## src/rtl/fifo2axis_packer.sv

```systemverilog
// rtl/fifo2axis_packer.sv - packs result-FIFO words into fixed-length AXI-Stream packets
// Flush/pad completion of partial packets is built when FIFO2AXIS_FLUSH_EN is defined.
module fifo2axis_packer #(
  parameter int                    DATA_WIDTH = 32,
  parameter int                    PACKET_LEN = 4,
  parameter logic [DATA_WIDTH-1:0] PAD_WORD   = '0
) (
  input  logic                  clk,
  input  logic                  rst,
  input  logic [DATA_WIDTH-1:0] fifo_dout,
  input  logic                  fifo_empty,
  output logic                  fifo_rd_en,
  output logic [DATA_WIDTH-1:0] result_data,
  output logic                  valid_result,
  output logic                  last,
  input  logic                  ready_for_results,
  input  logic                  flush,
  output logic                  busy,
  output logic [15:0]           pkt_sent
);
  localparam int             IW       = (PACKET_LEN > 2) ? $clog2(PACKET_LEN) : 1;
  localparam logic [IW-1:0]  LAST_IDX = IW'(PACKET_LEN - 1);

  typedef enum logic [1:0] {
    ST_IDLE,
    ST_STREAM
`ifdef FIFO2AXIS_FLUSH_EN
    , ST_PAD
`endif
  } state_t;

  state_t                r_state, w_state_n;
  logic                  r_out_valid, r_out_last, r_skid_valid, r_inflight;
  logic [DATA_WIDTH-1:0] r_out_data, r_skid_data;
  logic [IW-1:0]         r_widx;
  logic [15:0]           r_pkt_sent;

  logic                  w_xfer, w_out_free, w_rd, w_drained;
  logic                  w_load, w_skid_load, w_in_pad, w_pad_load, w_flush_pend;
  logic [DATA_WIDTH-1:0] w_load_data;
  logic [1:0]            w_fill;

`ifdef FIFO2AXIS_FLUSH_EN
  logic r_flush_pend;
  assign w_flush_pend = r_flush_pend;
  assign w_in_pad     = (r_state == ST_PAD);
  assign w_pad_load   = w_in_pad && (r_widx != '0);
`else
  logic [DATA_WIDTH:0] w_unused;
  assign w_unused     = {flush, PAD_WORD};
  assign w_flush_pend = 1'b0;
  assign w_in_pad     = 1'b0;
  assign w_pad_load   = 1'b0;
`endif

  // Fill counts the slot freed by this cycle's transfer so a read can overlap it.
  assign w_xfer     = r_out_valid && ready_for_results;
  assign w_out_free = !r_out_valid || w_xfer;
  assign w_fill     = 2'(r_out_valid) + 2'(r_skid_valid) + 2'(r_inflight) - 2'(w_xfer);
  assign w_rd       = rst && !fifo_empty && (w_fill < 2'd2) && !w_flush_pend && !w_in_pad;
  assign w_drained  = !r_skid_valid && !r_inflight;

  always_comb begin
    w_load      = 1'b0;
    w_skid_load = 1'b0;
    w_load_data = r_out_data;
    if (w_out_free) begin
      if (r_skid_valid) begin
        w_load      = 1'b1;
        w_load_data = r_skid_data;
        w_skid_load = r_inflight;
      end else if (r_inflight) begin
        w_load      = 1'b1;
        w_load_data = fifo_dout;
      end else if (w_pad_load) begin
        w_load      = 1'b1;
        w_load_data = PAD_WORD;
      end
    end else begin
      w_skid_load = r_inflight;
    end
  end

  always_comb begin
    w_state_n = r_state;
    case (r_state)
      ST_IDLE: if (w_rd) w_state_n = ST_STREAM;
      ST_STREAM: begin
        if (w_xfer && r_out_last && w_drained && fifo_empty) w_state_n = ST_IDLE;
`ifdef FIFO2AXIS_FLUSH_EN
        else if (w_flush_pend && w_drained && (r_widx != '0)) w_state_n = ST_PAD;
`endif
      end
`ifdef FIFO2AXIS_FLUSH_EN
      ST_PAD: if ((r_widx == '0) && w_xfer) w_state_n = ST_IDLE;
`endif
      default: w_state_n = ST_IDLE;
    endcase
  end

  always_ff @(posedge clk or negedge rst) begin
    if (!rst) begin
      r_state      <= ST_IDLE;
      r_inflight   <= 1'b0;
      r_out_valid  <= 1'b0;
      r_out_last   <= 1'b0;
      r_out_data   <= '0;
      r_skid_valid <= 1'b0;
      r_skid_data  <= '0;
      r_widx       <= '0;
      r_pkt_sent   <= '0;
    end else begin
      r_state    <= w_state_n;
      r_inflight <= w_rd;
      if (w_load) begin
        r_out_valid <= 1'b1;
        r_out_data  <= w_load_data;
        r_out_last  <= (r_widx == LAST_IDX);
        r_widx      <= (r_widx == LAST_IDX) ? '0 : r_widx + IW'(1);
      end else if (w_xfer) begin
        r_out_valid <= 1'b0;
        r_out_last  <= 1'b0;
      end
      if (w_skid_load) begin
        r_skid_valid <= 1'b1;
        r_skid_data  <= fifo_dout;
      end else if (w_out_free && r_skid_valid) begin
        r_skid_valid <= 1'b0;
      end
      if (w_xfer && r_out_last) r_pkt_sent <= r_pkt_sent + 16'd1;
    end
  end

`ifdef FIFO2AXIS_FLUSH_EN
  // Pending ends after the last pad word leaves, or at once if no packet was open.
  always_ff @(posedge clk or negedge rst) begin
    if (!rst) begin
      r_flush_pend <= 1'b0;
    end else if (r_flush_pend) begin
      if ((w_in_pad && (r_widx == '0) && w_xfer) || (!w_in_pad && w_drained && (r_widx == '0)))
        r_flush_pend <= 1'b0;
    end else if (flush && !w_in_pad) begin
      r_flush_pend <= 1'b1;
    end
  end
`endif

  assign fifo_rd_en   = w_rd;
  assign result_data  = r_out_data;
  assign valid_result = r_out_valid;
  assign last         = r_out_last;
  assign pkt_sent     = r_pkt_sent;
  assign busy         = r_out_valid || r_skid_valid || r_inflight || (r_widx != '0) || w_in_pad;
endmodule

```

## config.mk

```make
export PLATFORM = sky130hd
export DESIGN_NAME = fifo2axis_packer
export DESIGN_NICKNAME = d
export VERILOG_FILES = /design/src/rtl/fifo2axis_packer.sv
export SDC_FILE = /design/constraint.sdc
export NUM_CORES = 1
export LEC_CHECK = 0
export ABC_AREA = 1
export CELL_PAD_IN_SITES_DETAIL_PLACEMENT = 2
export CELL_PAD_IN_SITES_GLOBAL_PLACEMENT = 2
export CORE_MARGIN = 3
export CORE_UTILIZATION = 30
export CTS_CLUSTER_DIAMETER = 120
export CTS_CLUSTER_SIZE = 30
export DETAILED_ROUTE_END_ITERATION = 10
export GPL_TIMING_DRIVEN = 0
export HOLD_SLACK_MARGIN = 0.15
export MAX_ROUTING_LAYER = met4
export PLACE_DENSITY_LB_ADDON = 0.15
export SETUP_SLACK_MARGIN = 0.5
export SYNTH_ARGS = -nofsm -noshare
export SYNTH_HDL_FRONTEND = slang
export SYNTH_SLANG_ARGS = --single-unit
```

## constraint.sdc

```tcl
create_clock -name clk -period 3 [get_ports clk]
set_input_delay 0.6 -clock clk [delete_from_list [all_inputs] [get_ports clk]]
set_output_delay 0.6 -clock clk [all_outputs]
set_load 0.01 [all_outputs]
```

==> results.md, run 1 <==
* Status: finished clean
* Worst-margin pin slew at 599 ps
* Worst Setup SP: r_skid_valid$_DFFE_PN0P_
* Worst vdd ir at 0.473 mV
* Pin count of the biggest net entering global routing at 66
* Internal Power at 0.00339 W
* Placeable Area at between 10,000 and 15,000 sq um
* Area grow syn2layout at 38.5%
* Final period utilization at 0.899
* Vias in the first global route at 4,023
* Avg WL per Cell at 17.1 microns
* Post-DP HPWL at just under 9000 microns
* Hold Crit Class: primary input to asynchronous set/reset pin
* Num rows at 41
* Critical Path AT at 2100 ps
* Critical Path Start Type: register
* Placed Cells at 712
* Final #Nets at 600
* Clock share of power at 0.254
* Hold Buf Count CTS at 0
* Clk pin slew, worst setup/hold paths at approximately 60 ps
* Final min period at 2700 ps
* #FFs+latches synth at 86
* Initial antenna violation count at 0
* Hold Slack at 160 ps
* Initial core utilization at 0.314
* Die H at 122 microns
* H-tree levels at 3
* Dpl ws at -540 ps
* Num CTS Buffers at 9
* CTS root buf: clkbuf_16
* Slew Viols, Final at 0
* Die Wd at 122 microns
* Gate Count Post-Synth at 452
* Syn Std Cell Area at between 4000 and 5000 sq um
* Final WL at 12,500 microns
* Clk Latency, worst-skew pair at 340 ps
* Unrepaired setup endpoints after global routing: yes
* Iter 0 DRT Violations at 129
* Sequential share of power at 0.385
* Sw Ratio at 0.331
* First-pass GRT wire length at 20,900 microns
* P per Cell Area at 906 nW/um^2
* Via Count at roughly 3.5k
* Pleak at about 2.6 nW
* WP data required at 2400 ps
* RD Place Congestion at roughly 0.76
* Power Total at 0.00507 W
* Clock Skew at 6.33 ps
* Clock Path Buffers at 2
* Psw at 0.00168 W
* All-Layer GR Usage at 0.188
* Worst setup EP type: primary output
* Routed Antenna Nets at 0
* Diode count at 0
* Final Non-Filler Cells at between 700 and 800
* Max Cap Viol at 0
* Final setup vio count at 0
* Mapped Nets at 494
* Worst R2R Setup Slack at 980 ps
* Share of cells above drive strength 1 at 0.158
* Fmax at 0.371 GHz
* Sink Count at 86
* Vias/cell at 4.70
* Syn avg cell area at a little under 9 sq um
* Total congestion overflow at 0
* TritonRoute pass-1 iters at 4
* Comb pwr share at 0.362
* CTS tree: yes
* Post-synth cell types at 26
* Io pins at 89
* Port Buffer Count at 87
* Critical R2R Capture: r_inflight$_DFF_PN0_
* Max_slew headroom at 0.601
* Crit path capture: fifo_rd_en
* Crit Path Category: register to primary output
* Reg-to-reg startpoint: r_skid_valid$_DFFE_PN0P_
* CP Max Fanout at 2
* Die area at about 15,000 sq um
* Final hold vios at 0
* Final WS setup at 303 ps
* Sequential share of the synthesized area at 0.533
* Yosys warns at 0
* Worst-case reg-to-reg path depth at 12
* # DRC at 0
==> cells in the mapped netlist (all sizes together) <==
cell type / n / area (sq um)
nand2: 130 / 490
dfrtp: 86 / 2150
inv: 55 / 206
nor2: 52 / 220
o21ai: 41 / 292
a31oi: 32 / 263
buf: 16 / 130
nand3: 11 / 67.6
clkbuf: 5 / 18.8
ha: 5 / 62.6
xor2: 5 / 43.8
nand4: 4 / 25.0
xnor2: 4 / 35.0
nor3: 3 / 15.0
a21o: 1 / 7.51
clkinv: 1 / 3.75
nand3b: 1 / 7.51
==> how the worst min path moves through the flow <==
stage / start / to / slack (ps) / cells past startpoint
floorplan: rst / last$_DFFE_PN0P_ / 300 / 0
global placement: r_skid_data[11]$_DFFE_PN0P_ / r_skid_data[11]$_DFFE_PN0P_ / 470 / 2
detailed placement: r_skid_data[4]$_DFFE_PN0P_ / r_skid_data[4]$_DFFE_PN0P_ / 470 / 2
CTS: rst / result_data[24]$_DFFE_PN0P_ / 160 / 1
global route: rst / result_data[24]$_DFFE_PN0P_ / 170 / 1
finish: rst / result_data[24]$_DFFE_PN0P_ / 160 / 1
==> logic make-up after synthesis <==
kind of cell             share of synthesized area
AND/OR/NAND/NOR                              0.204
flip-flops                                   0.533
buffers and inverters                       0.0889
AO/OA/AOI/OAI                                0.139
XOR/XNOR                                    0.0195
adder cells (fa/ha/maj)                     0.0155
==> power groups by stage <==
stage | combinational (W) | clock [W] | sequential, W
6_report | 0.00183 | 0.00129 | 0.00195
5_1_grt | 0.00203 | 0.00138 | 0.00203
4_1_cts | 0.00187 | 0.00133 | 0.00196
3_5_place_dp | 0.00181 | 0 | 0.00197
3_3_place_gp | 0.00173 | 0 | 0.00193
2_1_floorplan | 0.000852 | 0 | 0.00200
==> registers in the layout, indices dropped and copies added (netlist names) <==
signal,cells
last,1
pkt_sent,16
r_inflight,1
r_skid_data,32
r_skid_valid,1
r_widx,2
result_data,32
valid_result,1
==> area by class of cell <==
class                      count  area [sq um]
fill                        1408          7280
sequential                    86          2150
multi-input combinational    289          1560
timing repair buffer          95           938
clock buffer                  11           243
inverter                      56           225
tap                          172           215
buffer                        21           165
clock inverter                 4          95.1
==> placed cells by master, fill, tap and decap left out, types with 2 or more instances in the layout <==
| cell type | instances |
|---|---|
| nand2_1 | 128 |
| clkbuf_1 | 6 |
| o21ai_1 | 8 |
| inv_2 | 2 |
| ha_4 | 2 |
| bufinv_16 | 3 |
| nor2_1 | 48 |
| nand4_1 | 4 |
| nor3_1 | 2 |
| o21ai_0 | 10 |
| nand3_1 | 10 |
| nor2_4 | 3 |
| xnor2_1 | 4 |
| buf_4 | 8 |
| clkbuf_16 | 9 |
| buf_6 | 9 |
| a31oi_2 | 10 |
| inv_1 | 52 |
| a31oi_1 | 22 |
| ha_1 | 3 |
| dfrtp_1 | 85 |
| buf_2 | 8 |
| xor2_1 | 5 |
| o21ai_2 | 23 |
| clkdlybuf4s50_1 | 84 |
| nand2_2 | 2 |
==> per-layer routing <==
| metal | track usage | share of wire | vias to the layer above |
|---|---|---|---|
| met2 | 0.328 | 0.52 | 60 |
| li1 | - | - | 1638 |
| met4 | 0.0469 | 0.014 | 0 |
| met5 | - | 0 | - |
| met3 | 0.0525 | 0.046 | 10 |
| met1 | 0.213 | 0.42 | 1742 |
==> metrics by stage <==
stage,setup TNS [ps],utilization,cell area (sq um)
after CTS,0,0.434,5590
after detailed placement,-540,0.400,5160
after global placement,-191940,0.399,5130
after floorplan,0,-,4050
final,0,0.435,5600
after global routing,0,0.435,5600
==> critical path, cell delays in order, from the launching register on <==
cell and delay, ps:
dfrtp_1 360, buf_6 130, clkinv_8 40, buf_8 110, ha_4 260, inv_4 30, ha_4 200, a21o_1 180
xor2_1 150, nor3_2 120, buf_2 160
==> what timing repair did <==
item | 4_1_cts | 5_1_grt
buffers inserted | 6 | 1
gates cloned | 0 | 0
pin swaps | 4 | 5
resized for setup | 21 | 1
endpoints found under the setup margin | 1 | 2
Power figures use the tool's default switching activity.
==> run 2, diff against run 1 <==
- CORE_ASPECT_RATIO: default -> 1.1
==> run 2 against run 1 <==
Against the previous run: wire length shrank 1.5%; die area barely moved; sequential power about the same; clock skew down 2.4 ps; total power increased by 0.15%; maximum frequency rose by 1.2%; sequential cell count did not move; hold slack improved by 27 ps; largest cell class unchanged; largest power group unchanged; highest routed layer unchanged.
==> results.md, run 2 (synthesized netlist as in run 1, its figures left out) <==
* Status: finished clean
* Critical Path Start Type: register
* GR met3 Demand/Resource at 0.0340 (-0.0185)
* Final setup vio count at 0 (unchanged)
* Pleak at 2.58 nW (-0.24%)
* Critical path, cell by cell: buf_6 -> clkinv_8 -> buf_8 -> ha_4 -> inv_2 -> ha_4 -> a21o_1 -> xor2_1 -> nor3_2 -> buf_2
* Commonest non-fill, non-tap cell in the layout: nand2_1
* Avg WL per Cell at 17.2 microns (+0.52%)
* Num CTS Buffers at 9 (unchanged)
* Max Cap Viol at 0 (unchanged)
* Max_slew headroom at 0.625 (+0.0243)
* Port Buffer Count at 87 (unchanged)
* H-tree levels at 3 (unchanged)
* Final period utilization at 0.888 (-0.0108)
* Die area at 14,900 sq um (about the same)
* Power Total at 0.00508 W (+0.15%)
* Commonest cells after routing, fill and taps aside: nand2_1, dfrtp_1, clkdlybuf4s50_1
* Hold Crit Class: primary input to asynchronous set/reset pin
* Vias/cell at 4.88 (+3.7%)
* First-pass GRT wire length at 20,700 microns (-0.92%)
* Crit path top cell by count: ha_4
* Worst Setup SP: r_skid_valid$_DFFE_PN0P_
* Design Area, Final at 5570 sq um (-0.40%)
* Max stage delay cell, worst path: dfrtp_1
* Num rows at 43 (+4.9%)
* Area grow syn2layout at 38.0%
* Final Util at 0.432 (-0.00297)
* Worst vdd ir at 0.300 mV (-37%)
* CP peak stage delay at 340 ps (-20 ps)
* Total congestion overflow at 0 (unchanged)
* Diode count at 0 (unchanged)
* Io pins at 89 (unchanged)
* Share of cells above drive strength 1 at 0.157 (-0.00178)
* Final min period at 2660 ps (-32.5 ps)
* Critical R2R Capture: r_inflight$_DFF_PN0_
* Clock Skew at 3.92 ps (-2.40 ps)
* Slew Viols, Final at 0 (unchanged)
* Critical Path AT at 2060 ps (-40 ps)
* CTS root buf: clkbuf_16
* CTS tree: yes
* Via Count at 3,506 (+1.6%)
* Initial antenna violation count at 0 (unchanged)
* Clock Path Buffers at 2 (unchanged)
* Vias in the first global route at 3,973 (-1.2%)
* All-Layer GR Usage at 0.184 (-0.00426)
* TritonRoute pass-1 iters at 4 (unchanged)
* Fmax at 0.375 GHz (+1.2%)
* RD Place Congestion at 0.826 (+8.0%)
* CP Max Fanout at 2 (unchanged)
* P per Cell Area at 910 nW/um^2 (+0.55%)
* Final WL at 12,400 microns (-1.5%)
* Final Non-Filler Cells at 719 (-2.0%)
* Crit Path Category: register to primary output
* Iter 0 DRT Violations at 106 (-18%)
* Placed Cells at 697 (-2.1%)
* Die H at 128 microns (+4.6%)
* Placeable Area at 12,900 sq um (+0.28%)
* Global Route met1 Usage at 0.221 (+0.00749)
* Final hold vios at 0 (unchanged)
* WP data required at 2400 ps (about the same)
* Sink Count at 86 (unchanged)
* Pin count of the biggest net entering global routing at 60 (-9.1%)
* Unrepaired setup endpoints after global routing: yes
* Worst R2R Setup Slack at 1230 ps (+250 ps)
* Clk Latency, worst-skew pair at 340 ps (about the same)
* Reg-to-reg startpoint: r_skid_valid$_DFFE_PN0P_
* Initial core utilization at 0.313 (-0.000882)
* Met2 GRT Util at 0.312 (-0.0159)
* Post-DP HPWL at 8770 microns (-0.35%)
* Worst setup EP type: primary output
* Post-DP Area at 5140 sq um (-0.36%)
* Final #Nets at 599 (-0.17%)
* Routed Antenna Nets at 0 (unchanged)
* Die Wd at 117 microns (-4.4%)
* GR peak layer: met2
* Clk pin slew, worst setup/hold paths at 60 ps (about the same)
* Worst-margin pin slew at 563 ps (-36.5 ps)
* # DRC at 0 (unchanged)
* Crit path capture: fifo_rd_en
* Worst-case reg-to-reg path depth at 10 (-2)
==> run 2: cell count changes in the layout (fill, tap and decap cells not counted) <==
| cell | previous run | this run |
|---|---|---|
| dlymetal6s2s_1 | 0 | 1 |
| inv_2 | 2 | 3 |
| nor2_2 | 1 | 0 |
| clkdlybuf4s50_1 | 84 | 83 |
| inv_4 | 1 | 0 |
| nand2_2 | 2 | 1 |
| buf_4 | 8 | 7 |
| clkbuf_8 | 1 | 0 |
| nand2_1 | 128 | 129 |
| nor2_4 | 3 | 4 |
| clkinvlp_4 | 0 | 2 |
==> run 2: worst min-delay path by stage <==
| stage | start | cells past startpoint | endpoint | slack (ps) |
|---|---|---|---|---|
| finish | rst | 1 | result_data[24]$_DFFE_PN0P_ | 190 |
| global placement | r_skid_data[12]$_DFFE_PN0P_ | 2 | r_skid_data[12]$_DFFE_PN0P_ | 460 |
| CTS | rst | 1 | result_data[24]$_DFFE_PN0P_ | 200 |
| global route | rst | 1 | result_data[24]$_DFFE_PN0P_ | 210 |
| detailed placement | r_skid_data[29]$_DFFE_PN0P_ | 2 | r_skid_data[29]$_DFFE_PN0P_ | 470 |
| floorplan | rst | 0 | last$_DFFE_PN0P_ | 300 |
==> run 2: through the flow <==
| stage | hold slack, ps | TNS [ps] | setup slack [ps] |
|---|---|---|---|
| 6_report | 186 | 0 | 336 |
| 5_1_grt | 211 | 0 | 244 |
| 4_1_cts | 201 | 0 | 257 |
| 3_5_place_dp | 470 | -560 | -560 |
| 3_3_place_gp | 464 | -196030 | -2940 |
| 2_1_floorplan | 304 | 0 | 521 |
==> run 2: what timing repair did <==
item	in CTS	in global routing
buffers inserted	5	1
endpoints found under the setup margin	1	2
hold buffers	0	0
endpoints found under the hold margin	0	0
pin swaps	5	2
gates resized for setup	20	2
==> run 2: critical path: cells and delay by family, from the launching register on <==
kind	cells	cell delay, ps
xor gates and xnor gates	1	150
adders and majority gates	2	480
and+or+nand+nor	1	130
buffers and inverters	5	470
AOI/OAI and AO/OA	1	160
DFF	1	340
==> run 2: cell type report <==
cell class,count,area [sq um]
multi-input combinational,289,1560
buffer,21,165
tap,157,196
sequential,86,2150
fill,1450,7340
timing repair buffer,94,933
inverter,56,223
clock inverter,6,110
clock buffer,10,229
==> run 2: metal layers <==
| layer | vias to the layer above | routed length (microns) |
|---|---|---|
| li1 | 1637 | - |
| met1 | 1783 | 5270 |
| met2 | 70 | 6450 |
| met3 | 16 | 462 |
| met4 | 0 | 174 |
| met5 | - | 0 |
==> run 2: power breakdown <==
part           switching, W  leakage [nW]  internal, W  total (W)
logic              0.000929          1.38     0.000919    0.00185
clock network      0.000474         0.159     0.000813    0.00129
registers          0.000303          1.04      0.00164    0.00194
